--- config.mk ---
export PLATFORM = sky130hd
export DESIGN_NAME = elevator_ctrl_flat
export DESIGN_NICKNAME = d
export VERILOG_FILES = /design/src/rtl/elevator_pkg.sv /design/src/rtl/elevator_ctrl_if.sv /design/src/rtl/elevator_ctrl_tick.sv /design/src/rtl/elevator_ctrl.sv /design/src/flat_wrapper.sv
export SDC_FILE = /design/constraint.sdc
export NUM_CORES = 1
export LEC_CHECK = 0
export CORE_AREA = 5 5 51 53
export DETAILED_ROUTE_END_ITERATION = 8
export DIE_AREA = 0 0 56 58
export DONT_BUFFER_PORTS = 1
export PLACE_DENSITY = 0.75
export SLEW_MARGIN = 20
export SYNTH_ARGS = -nofsm -noshare
export SYNTH_HDL_FRONTEND = slang
export SYNTH_SLANG_ARGS = --single-unit
--- constraint.sdc ---
create_clock -name clk_100MHz -period 3.6 [get_ports clk_100MHz]
set_input_delay 0.18 -clock clk_100MHz [delete_from_list [all_inputs] [get_ports clk_100MHz]]
set_output_delay 0.18 -clock clk_100MHz [all_outputs]
set_load 0.02 [all_outputs]
--- src/rtl/elevator_pkg.sv ---
// Shared state encodings and default sizing for the elevator floor-sequencing controller.
package elevator_pkg;
  localparam logic [1:0] IDLE      = 2'd0;
  localparam logic [1:0] MOVE_UP   = 2'd1;
  localparam logic [1:0] MOVE_DOWN = 2'd2;
  localparam logic [1:0] DOOR_OPEN = 2'd3;

  localparam int DEF_NUM_FLOORS = 4;
  localparam int DEF_FLOOR_W    = 2;
  localparam int DEF_DOOR_TICKS = 3;
endpackage

--- src/rtl/elevator_ctrl_if.sv ---
// Request/status bundle between the elevator controller and its neighbours (divider, buttons, display).
interface elevator_ctrl_if
  import elevator_pkg::*;
#(
  parameter int NUM_FLOORS = DEF_NUM_FLOORS,
  parameter int FLOOR_W    = DEF_FLOOR_W
);
  logic                  clk_1Hz;
  logic [NUM_FLOORS-1:0] req;
  logic [FLOOR_W-1:0]    floor;
  logic                  door_open;
  logic                  dir_up;
  logic                  moving;
  logic [NUM_FLOORS-1:0] pending;

  modport master (
    output clk_1Hz, req,
    input  floor, door_open, dir_up, moving, pending
  );

  modport slave (
    input  clk_1Hz, req,
    output floor, door_open, dir_up, moving, pending
  );
endinterface

--- src/rtl/elevator_ctrl_tick.sv ---
// Two-flop synchroniser plus registered rising-edge detector; emits a one-cycle tick per rising edge
// of a slow square wave sampled as data.
module tick_edge_detect (
  input  logic clk,
  input  logic rst,
  input  logic sig_i,
  output logic tick_o
);
  logic sync1_q, sync2_q, prev_q;

  always_ff @(posedge clk) begin
    if (rst) begin
      sync1_q <= 1'b0;
      sync2_q <= 1'b0;
      prev_q  <= 1'b0;
    end else begin
      sync1_q <= sig_i;
      sync2_q <= sync1_q;
      prev_q  <= sync2_q;
    end
  end

  assign tick_o = sync2_q & ~prev_q;
endmodule

--- src/rtl/elevator_ctrl.sv ---
// SCAN-order elevator controller: latches floor requests, steps one floor per 1 Hz tick and
// holds the door for DOOR_TICKS ticks. All outputs are registered.
module elevator_ctrl
  import elevator_pkg::*;
#(
  parameter int NUM_FLOORS = DEF_NUM_FLOORS,
  parameter int FLOOR_W    = DEF_FLOOR_W,
  parameter int DOOR_TICKS = DEF_DOOR_TICKS
)(
  input  logic             clk_100MHz,
  input  logic             reset,
  elevator_ctrl_if.slave   bus
);
  localparam int                  CNT_W = $clog2(DOOR_TICKS + 1);
  localparam logic [CNT_W-1:0]    LOAD  = CNT_W'(DOOR_TICKS);
  localparam logic [FLOOR_W-1:0]  TOP   = FLOOR_W'(NUM_FLOORS - 1);

  logic                  tick;
  logic [1:0]            state_q, state_d;
  logic [FLOOR_W-1:0]    floor_q, floor_d;
  logic                  dir_q, dir_d;
  logic [CNT_W-1:0]      cnt_q, cnt_d;
  logic [NUM_FLOORS-1:0] pending_q, pending_d, clr;
  logic [NUM_FLOORS-1:0] above, below;
  logic                  any_above, any_below, ahead, behind;
  logic                  door_q, moving_q;

  tick_edge_detect u_tick (
    .clk    (clk_100MHz),
    .rst    (reset),
    .sig_i  (bus.clk_1Hz),
    .tick_o (tick)
  );

  always_comb begin
    above = '0;
    below = '0;
    for (int i = 0; i < NUM_FLOORS; i++) begin
      above[i] = pending_q[i] && (i > int'(floor_q));
      below[i] = pending_q[i] && (i < int'(floor_q));
    end
    any_above = |above;
    any_below = |below;
    ahead     = dir_q ? any_above : any_below;
    behind    = dir_q ? any_below : any_above;
  end

  always_comb begin
    state_d = state_q;
    floor_d = floor_q;
    dir_d   = dir_q;
    cnt_d   = cnt_q;
    case (state_q)
      IDLE: begin
        if (pending_q[floor_q]) begin
          state_d = DOOR_OPEN;
          cnt_d   = LOAD;
        end else if (any_above && (dir_q || !any_below)) begin
          dir_d   = 1'b1;
          state_d = MOVE_UP;
        end else if (any_below) begin
          dir_d   = 1'b0;
          state_d = MOVE_DOWN;
        end
      end
      MOVE_UP: begin
        if (tick) begin
          if (floor_q == TOP) begin
            state_d = IDLE;
          end else begin
            floor_d = floor_q + FLOOR_W'(1);
            if (pending_q[floor_d]) begin
              state_d = DOOR_OPEN;
              cnt_d   = LOAD;
            end
          end
        end
      end
      MOVE_DOWN: begin
        if (tick) begin
          if (floor_q == '0) begin
            state_d = IDLE;
          end else begin
            floor_d = floor_q - FLOOR_W'(1);
            if (pending_q[floor_d]) begin
              state_d = DOOR_OPEN;
              cnt_d   = LOAD;
            end
          end
        end
      end
      default: begin
        // A fresh press at this floor beats a closing tick and restarts the hold time.
        if (bus.req[floor_q]) begin
          cnt_d = LOAD;
        end else if (tick) begin
          cnt_d = cnt_q - CNT_W'(1);
          if (cnt_q <= CNT_W'(1)) begin
            cnt_d = '0;
            if (ahead) begin
              state_d = dir_q ? MOVE_UP : MOVE_DOWN;
            end else if (behind) begin
              dir_d   = ~dir_q;
              state_d = dir_q ? MOVE_DOWN : MOVE_UP;
            end else begin
              state_d = IDLE;
            end
          end
        end
      end
    endcase
  end

  always_comb begin
    clr = '0;
    if (state_d == DOOR_OPEN) clr[floor_d] = 1'b1;
    pending_d = (pending_q | bus.req) & ~clr;
  end

  always_ff @(posedge clk_100MHz) begin
    if (reset) begin
      state_q   <= IDLE;
      floor_q   <= '0;
      dir_q     <= 1'b1;
      cnt_q     <= '0;
      pending_q <= '0;
      door_q    <= 1'b0;
      moving_q  <= 1'b0;
    end else begin
      state_q   <= state_d;
      floor_q   <= floor_d;
      dir_q     <= dir_d;
      cnt_q     <= cnt_d;
      pending_q <= pending_d;
      door_q    <= (state_d == DOOR_OPEN);
      moving_q  <= (state_d == MOVE_UP) || (state_d == MOVE_DOWN);
    end
  end

  assign bus.floor     = floor_q;
  assign bus.door_open = door_q;
  assign bus.dir_up    = dir_q;
  assign bus.moving    = moving_q;
  assign bus.pending   = pending_q;
endmodule

--- src/flat_wrapper.sv ---
// flat-port wrapper written by rule: the top's interface ports become plain ports
module elevator_ctrl_flat import elevator_pkg::*;
#(
  parameter int NUM_FLOORS = DEF_NUM_FLOORS,
  parameter int FLOOR_W    = DEF_FLOOR_W,
  parameter int DOOR_TICKS = DEF_DOOR_TICKS
)
  (clk_100MHz, reset, bus_clk_1Hz, bus_req, bus_floor, bus_door_open, bus_dir_up, bus_moving, bus_pending);
  elevator_ctrl_if #(.NUM_FLOORS(NUM_FLOORS), .FLOOR_W(FLOOR_W)) bus_i ();
  input  logic clk_100MHz;
  input  logic reset;
  input wire logic [$bits(bus_i.clk_1Hz)-1:0] bus_clk_1Hz;
  input wire logic [$bits(bus_i.req)-1:0] bus_req;
  output wire logic [$bits(bus_i.floor)-1:0] bus_floor;
  output wire logic [$bits(bus_i.door_open)-1:0] bus_door_open;
  output wire logic [$bits(bus_i.dir_up)-1:0] bus_dir_up;
  output wire logic [$bits(bus_i.moving)-1:0] bus_moving;
  output wire logic [$bits(bus_i.pending)-1:0] bus_pending;
  assign bus_i.clk_1Hz = bus_clk_1Hz;
  assign bus_i.req = bus_req;
  assign bus_floor = bus_i.floor;
  assign bus_door_open = bus_i.door_open;
  assign bus_dir_up = bus_i.dir_up;
  assign bus_moving = bus_i.moving;
  assign bus_pending = bus_i.pending;
  elevator_ctrl #(.NUM_FLOORS(NUM_FLOORS), .FLOOR_W(FLOOR_W), .DOOR_TICKS(DOOR_TICKS)) u_core (.clk_100MHz(clk_100MHz), .reset(reset), .bus(bus_i));
endmodule
Yosys cells after proc, flatten, opt, wreduce, memory -nomap -nowiden:

Index checks and enable logic that the tools add are counted.

* output and inout bits: 9
* word-level logic and storage cells: 126
* register bits: 16

* reductions and logical operators: 22
* equal/unequal tests: 17
* magnitude comparators: 12
* bitwise gates (word level): 7
* mux-type cells: 55
* add/sub/neg operators: 3

Operators by type and width (number)
* $mux 2: 30
* $reduce_and 8->1: 2
* $mux 1: 15
* $lt 2x3->1 const B: 4
* $pmux 2 s3: 2
* $ne 2x1->1 const B: 5
* $ne 2x2->1 const B: 5
* $bmux 1 s2: 4
* $eq 2x2->1 const B: 4
* $logic_and 1x1->1: 8
* $reduce_bool 2->1: 3
* $reduce_or 3->1: 2
* $and 4x4->4: 1
* $eq 2x1->1 const B: 2
* $gt 2x2->1 const A: 2
* $logic_not 2->1: 2
* $lt 1x2->1 const A: 2
* $mux 4: 1
* $not 4->4: 1
* $or 4x4->4: 1
* $pmux 2 s2: 1
* $sub 2x1->2 const B: 2
* $ne 3x1->1 const B: 1
* $not 1->1: 3
* other kinds (12): 13

Depth between registers and ports, before layout:

* depth in word-level cells: 14
* gate-level depth with buffers: 11
* depth with buffers taken out: 10

By module:

From an unflattened synthesis, not the netlist that was laid out.

* cells, all modules: 138
* area total of the unflattened synthesis: 1234.9 sq um

Modules (own cells, without submodules)
* elevator_ctrl: cells each 131, sequential area each 260.2 sq um, instances 1, area an instance 1147.4 sq um
* tick_edge_detect: cells each 7, sequential area each 60.1 sq um, instances 1, area an instance 87.6 sq um

Worst setup path after synthesis:

Ideal clock, no wire load.

* path kind: flip-flop to flip-flop
* start point: register u_core.floor_q[1], in the netlist u_core.bus.floor[1]
* end point: register u_core.pending_q[1], in the netlist u_core.bus.pending[1]
* setup time: 0.086 ns
* slack: 0.805 ns
* clock period less this slack: 2.795 ns
* data required time: 3.514 ns
* cell stages (with the launch flop): 12
* arrival: 2.710 ns
* buffers on the path: 1
* path through: dfxtp_1 clkbuf_1 inv_1 ha_1 or2_1 nor3_1 o31a_1 a2111oi_2 a21oi_1 ha_1 nor2b_1 a211oi_1

* cells in the longest elaborated chain, start to end: 14
* elaborated cells on any way between the ends: 60
* those cells by class: add/sub (2); order compare (8); eq/ne (2); mux (33); bitwise (2); reduce/logical (13)

Ends and longest elaborated chain
* start, declared: RTL line elevator_ctrl.sv:20 `logic [FLOOR_W-1:0] floor_q, floor_d;`
* start signal, assigned: RTL line elevator_ctrl.sv:131 `floor_q <= floor_d;`
* $gt 1x2->1, or another cell as far along: RTL line elevator_ctrl.sv:39 `above[i] = pending_q[i] && (i > int'(floor_q));`
* $logic_and 1x1->1, on equally long branches: RTL line elevator_ctrl.sv:39, elevator_ctrl.sv:40
* $reduce_or 3->1, on equally long branches: RTL line elevator_ctrl.sv:42, elevator_ctrl.sv:43
* $mux 1: RTL line elevator_ctrl.sv:45 `behind = dir_q ? any_below : any_above;`
* $mux 2: RTL line elevator_ctrl.sv:102 `end else if (behind) begin`
* $mux 2: RTL line elevator_ctrl.sv:100 `if (ahead) begin`
* $mux 2: RTL line elevator_ctrl.sv:98 `if (cnt_q <= CNT_W'(1)) begin`
* $mux 2: RTL line elevator_ctrl.sv:96 `end else if (tick) begin`
* $mux 2: RTL line elevator_ctrl.sv:94 `if (bus.req[floor_q]) begin`
* $pmux 2 s3 (*): RTL line elevator_ctrl.sv:53 `case (state_q)`
* named net u_core.state_d[1]: RTL line elevator_ctrl.sv:19 `logic [1:0] state_q, state_d;`
* $eq 2x2->1 (*): RTL line elevator_ctrl.sv:116 `if (state_d == DOOR_OPEN) clr[floor_d] = 1'b1;`
* $mux 4 (*): RTL line elevator_ctrl.sv:116
* $not 4->4 (*): RTL line elevator_ctrl.sv:117 `pending_d = (pending_q | bus.req) & ~clr;`
* $and 4x4->4 (*): RTL line elevator_ctrl.sv:117
* end signal, assigned: RTL line elevator_ctrl.sv:134 `pending_q <= pending_d;`
* end, declared: RTL line elevator_ctrl.sv:23 `logic [NUM_FLOORS-1:0] pending_q, pending_d, clr;`

Mark *: on every way through the listed nets, which the timed path passes. The rest lies on a longest branch. The select of a mux whose other input is x is not followed.
A chain may end at the register's enable or synchronous reset.

Worst setup path in the final report:

Same ends and word-level chain as after synthesis.

==> out/metrics.csv <==
metric;value;unit
GRT busiest layer;met2;
run status;finished clean;
layout cells sized above 1;0.108;
fin crit share;0.842;
Mapped Nets;157;
routed len/inst;16.8;microns
slowest cell on the critical path;dfxtp_1;
CTS clk-pin slew, worst paths;80;ps
clock skew;6.40;ps
top cells by count, synth;dfxtp_1, ha_1, nor2_1;
sequential area share after synthesis;0.262;
Syn Inst Count;137;
grt met3 use;0.0356;
Post-synth EDFFs;0;
Leak;0.479;nW
crit path max fanout;13;
CTS sink cnt;16;
R2R depth;10;
area grow syn2layout;4.61;%
area share of the leading cell type in the synthesized netlist;0.262;
diode count;0;
initial DRC count;60;
WP data required;3790;ps
crit path kind;reg2reg;
drc violations;0;
max-cap viol count;0;
Yosys reg bits;16;
worst-margin pin slew;625;ps
Synth async-reset ratio;0;
Finished Layout Cells;167;
RSZ-0062 raised after global routing;no;
Skew-Pair Late Insertion Delay;280;ps
count leader, synth;dfxtp_1;
initial antenna violation count;0;
Synth Cell Area;1220;sq um
Max IR drop VDD;0.000371;V
met1 GRT Util;0.214;
Final Hold Vio Count;0;
Final Max Slew Viols;0;
buffer and inverter count on the worst path;1;
num rows;17;
critical-path cell list;inv_1, ha_1, nand3b_1, a31oi_1, o221ai_1, nor3_1, nor2_1, ha_1, nor2b_1, a211oi_1;
drt pass-1 iters;4;
yosys warns;0;
post-route minimum period;3030;ps
Worst path max stage delay;730;ps
setup tns final;0;ps
Layout Nets;161;
starting density of the core;0.581;
number of global-route vias before repair;1045;
# IOs;16;
die width;56;microns
synth unique cells;43;
Die H;58;microns
Crit path depth;10;
RR Startpoint;u_core.bus.floor[1];
Setup crit start;u_core.bus.floor[1];
GP Congestion;0.873;
Pwr Density;650;nW/um^2
Most used DFF post-synth;dfxtp_1;
headroom to the max-slew limit;0.583;
DP Cell Count;163;
Total Routed Length;2810;microns
HP Start;bus_clk_1Hz;
HP Class;in2reg;
root cell of the clock tree;clkbuf_4;
vias post-DR;1096;
met2 Track Usage GR;0.326;
most used cell, CP;ha_1;
CTS H-Tree Depth;1;
Synth area leaders;dfxtp_1, ha_1, mux4_2;
Crit path max-delay family;simple AND/OR/NAND/NOR gates;
Worst Setup End Kind;register;
Mean Syn Cell Area;8.92;sq um
Post-DP HPWL;2150;microns
Startpoint Class;register;
Setup Viol. Count Final;0;
CTS max path bufs;2;
Vias per Instance;6.56;
hold path cells;1;
grt ovf;0;
TritonCTS Buffers;3;
Hold WS;23.4;ps
post-synth top area cell;dfxtp_1;
Port Buf Inserts;0;
CTS tree;yes;
largest net degree at the start of global routing;16;
core area;2110;sq um
first-pass GRT wire length;4740;microns
Worst EP arrival;3220;ps
Max Fclk;0.330;GHz
die area;3250;sq um
Final ANT Viol Nets;0;
Layout fillers;174;
gr usage total;0.181;
## metrics by stage
step,setup slack [ps],area (sq um),total power (W),utilization
floorplan,805,1220,0.000638,-
global placement,750,1250,0.000725,0.592
detailed placement,616,1250,0.000736,0.592
CTS,589,1280,0.000831,0.607
global route,308,1280,0.000902,0.607
finish,569,1280,0.000831,0.607
## registers in the layout (all words and copies together) (netlist names)
signal,count
u_core.bus.moving,1
u_core.u_tick.prev_q,1
u_core.state_q,2
u_core.bus.pending,4
u_core.bus.dir_up,1
u_core.u_tick.sync2_q,1
u_core.cnt_q,2
u_core.u_tick.sync1_q,1
u_core.bus.floor,2
u_core.bus.door_open,1
## cell type report
type,instances,area [sq um],share of cell area
multi-input cells,108,846,0.661
clock buffers,3,22.5,0.0176
flip-flops and latches,16,320,0.250
repair buffers,2,17.5,0.0137
well taps,28,35.0,0.0274
inverters,10,37.5,0.0294
## logic make-up (layout without fill, tap and decap cells)
group           Yosys count  in the layout  share of synthesized area
compound gates           39             39                      0.237
flops                    16             16                      0.262
buf+inv                  13             15                     0.0461
simple gates             48             48                      0.224
fa+ha+maj                13             13                      0.133
mux                       8              8                     0.0972
## worst register-to-register path, stage by stage (launching register included)
cell      delay [ps]
dfxtp_1          730
inv_1            190
ha_1             240
nand3b_1         240
a31oi_1          320
o221ai_1         170
nor3_1           330
nor2_1           100
ha_1             260
nor2b_1          160
a211oi_1         230
## metal layers
metal | vias to the layer above | share of wire
met2 | 43 | 0.52
li1 | 511 | -
met5 | - | 0
met1 | 538 | 0.40
met4 | 0 | 0.014
met3 | 4 | 0.069
## placed cells by master (no fill, tap or decap), types with 3 or more instances in the layout
| cell type | n |
|---|---|
| a21oi_1 | 8 |
| a211oi_1 | 3 |
| mux4_2 | 3 |
| nor2b_1 | 9 |
| nor3_1 | 5 |
| mux2i_1 | 4 |
| nand2b_1 | 3 |
| nand2_1 | 6 |
| dfxtp_1 | 16 |
| ha_1 | 13 |
| inv_1 | 10 |
| nor2_1 | 11 |
| o21ai_0 | 5 |
| clkbuf_4 | 3 |
## worst paths after layout
kind	end	slack (ps)
max	u_core.bus.pending[1]	570
min	u_core.u_tick.sync1_q	20
max reg2reg	u_core.bus.pending[1]	570
min reg2reg	u_core.u_tick.sync2_q	470
## report_power, final
part,internal [W],switching [W],leakage [nW],total [W]
Combinational,0.000196,0.000254,0.333,0.000450
Clock,0.0000388,0.0000490,0.0138,0.0000878
Sequential,0.000220,0.0000738,0.132,0.000293
## what timing repair did
action,CTS,global route
buffers inserted,0,0
resized for setup,0,0
endpoints found under the hold margin,15,0
hold buffers,1,0
No activity file was read; power rests on OpenSTA's default activity.
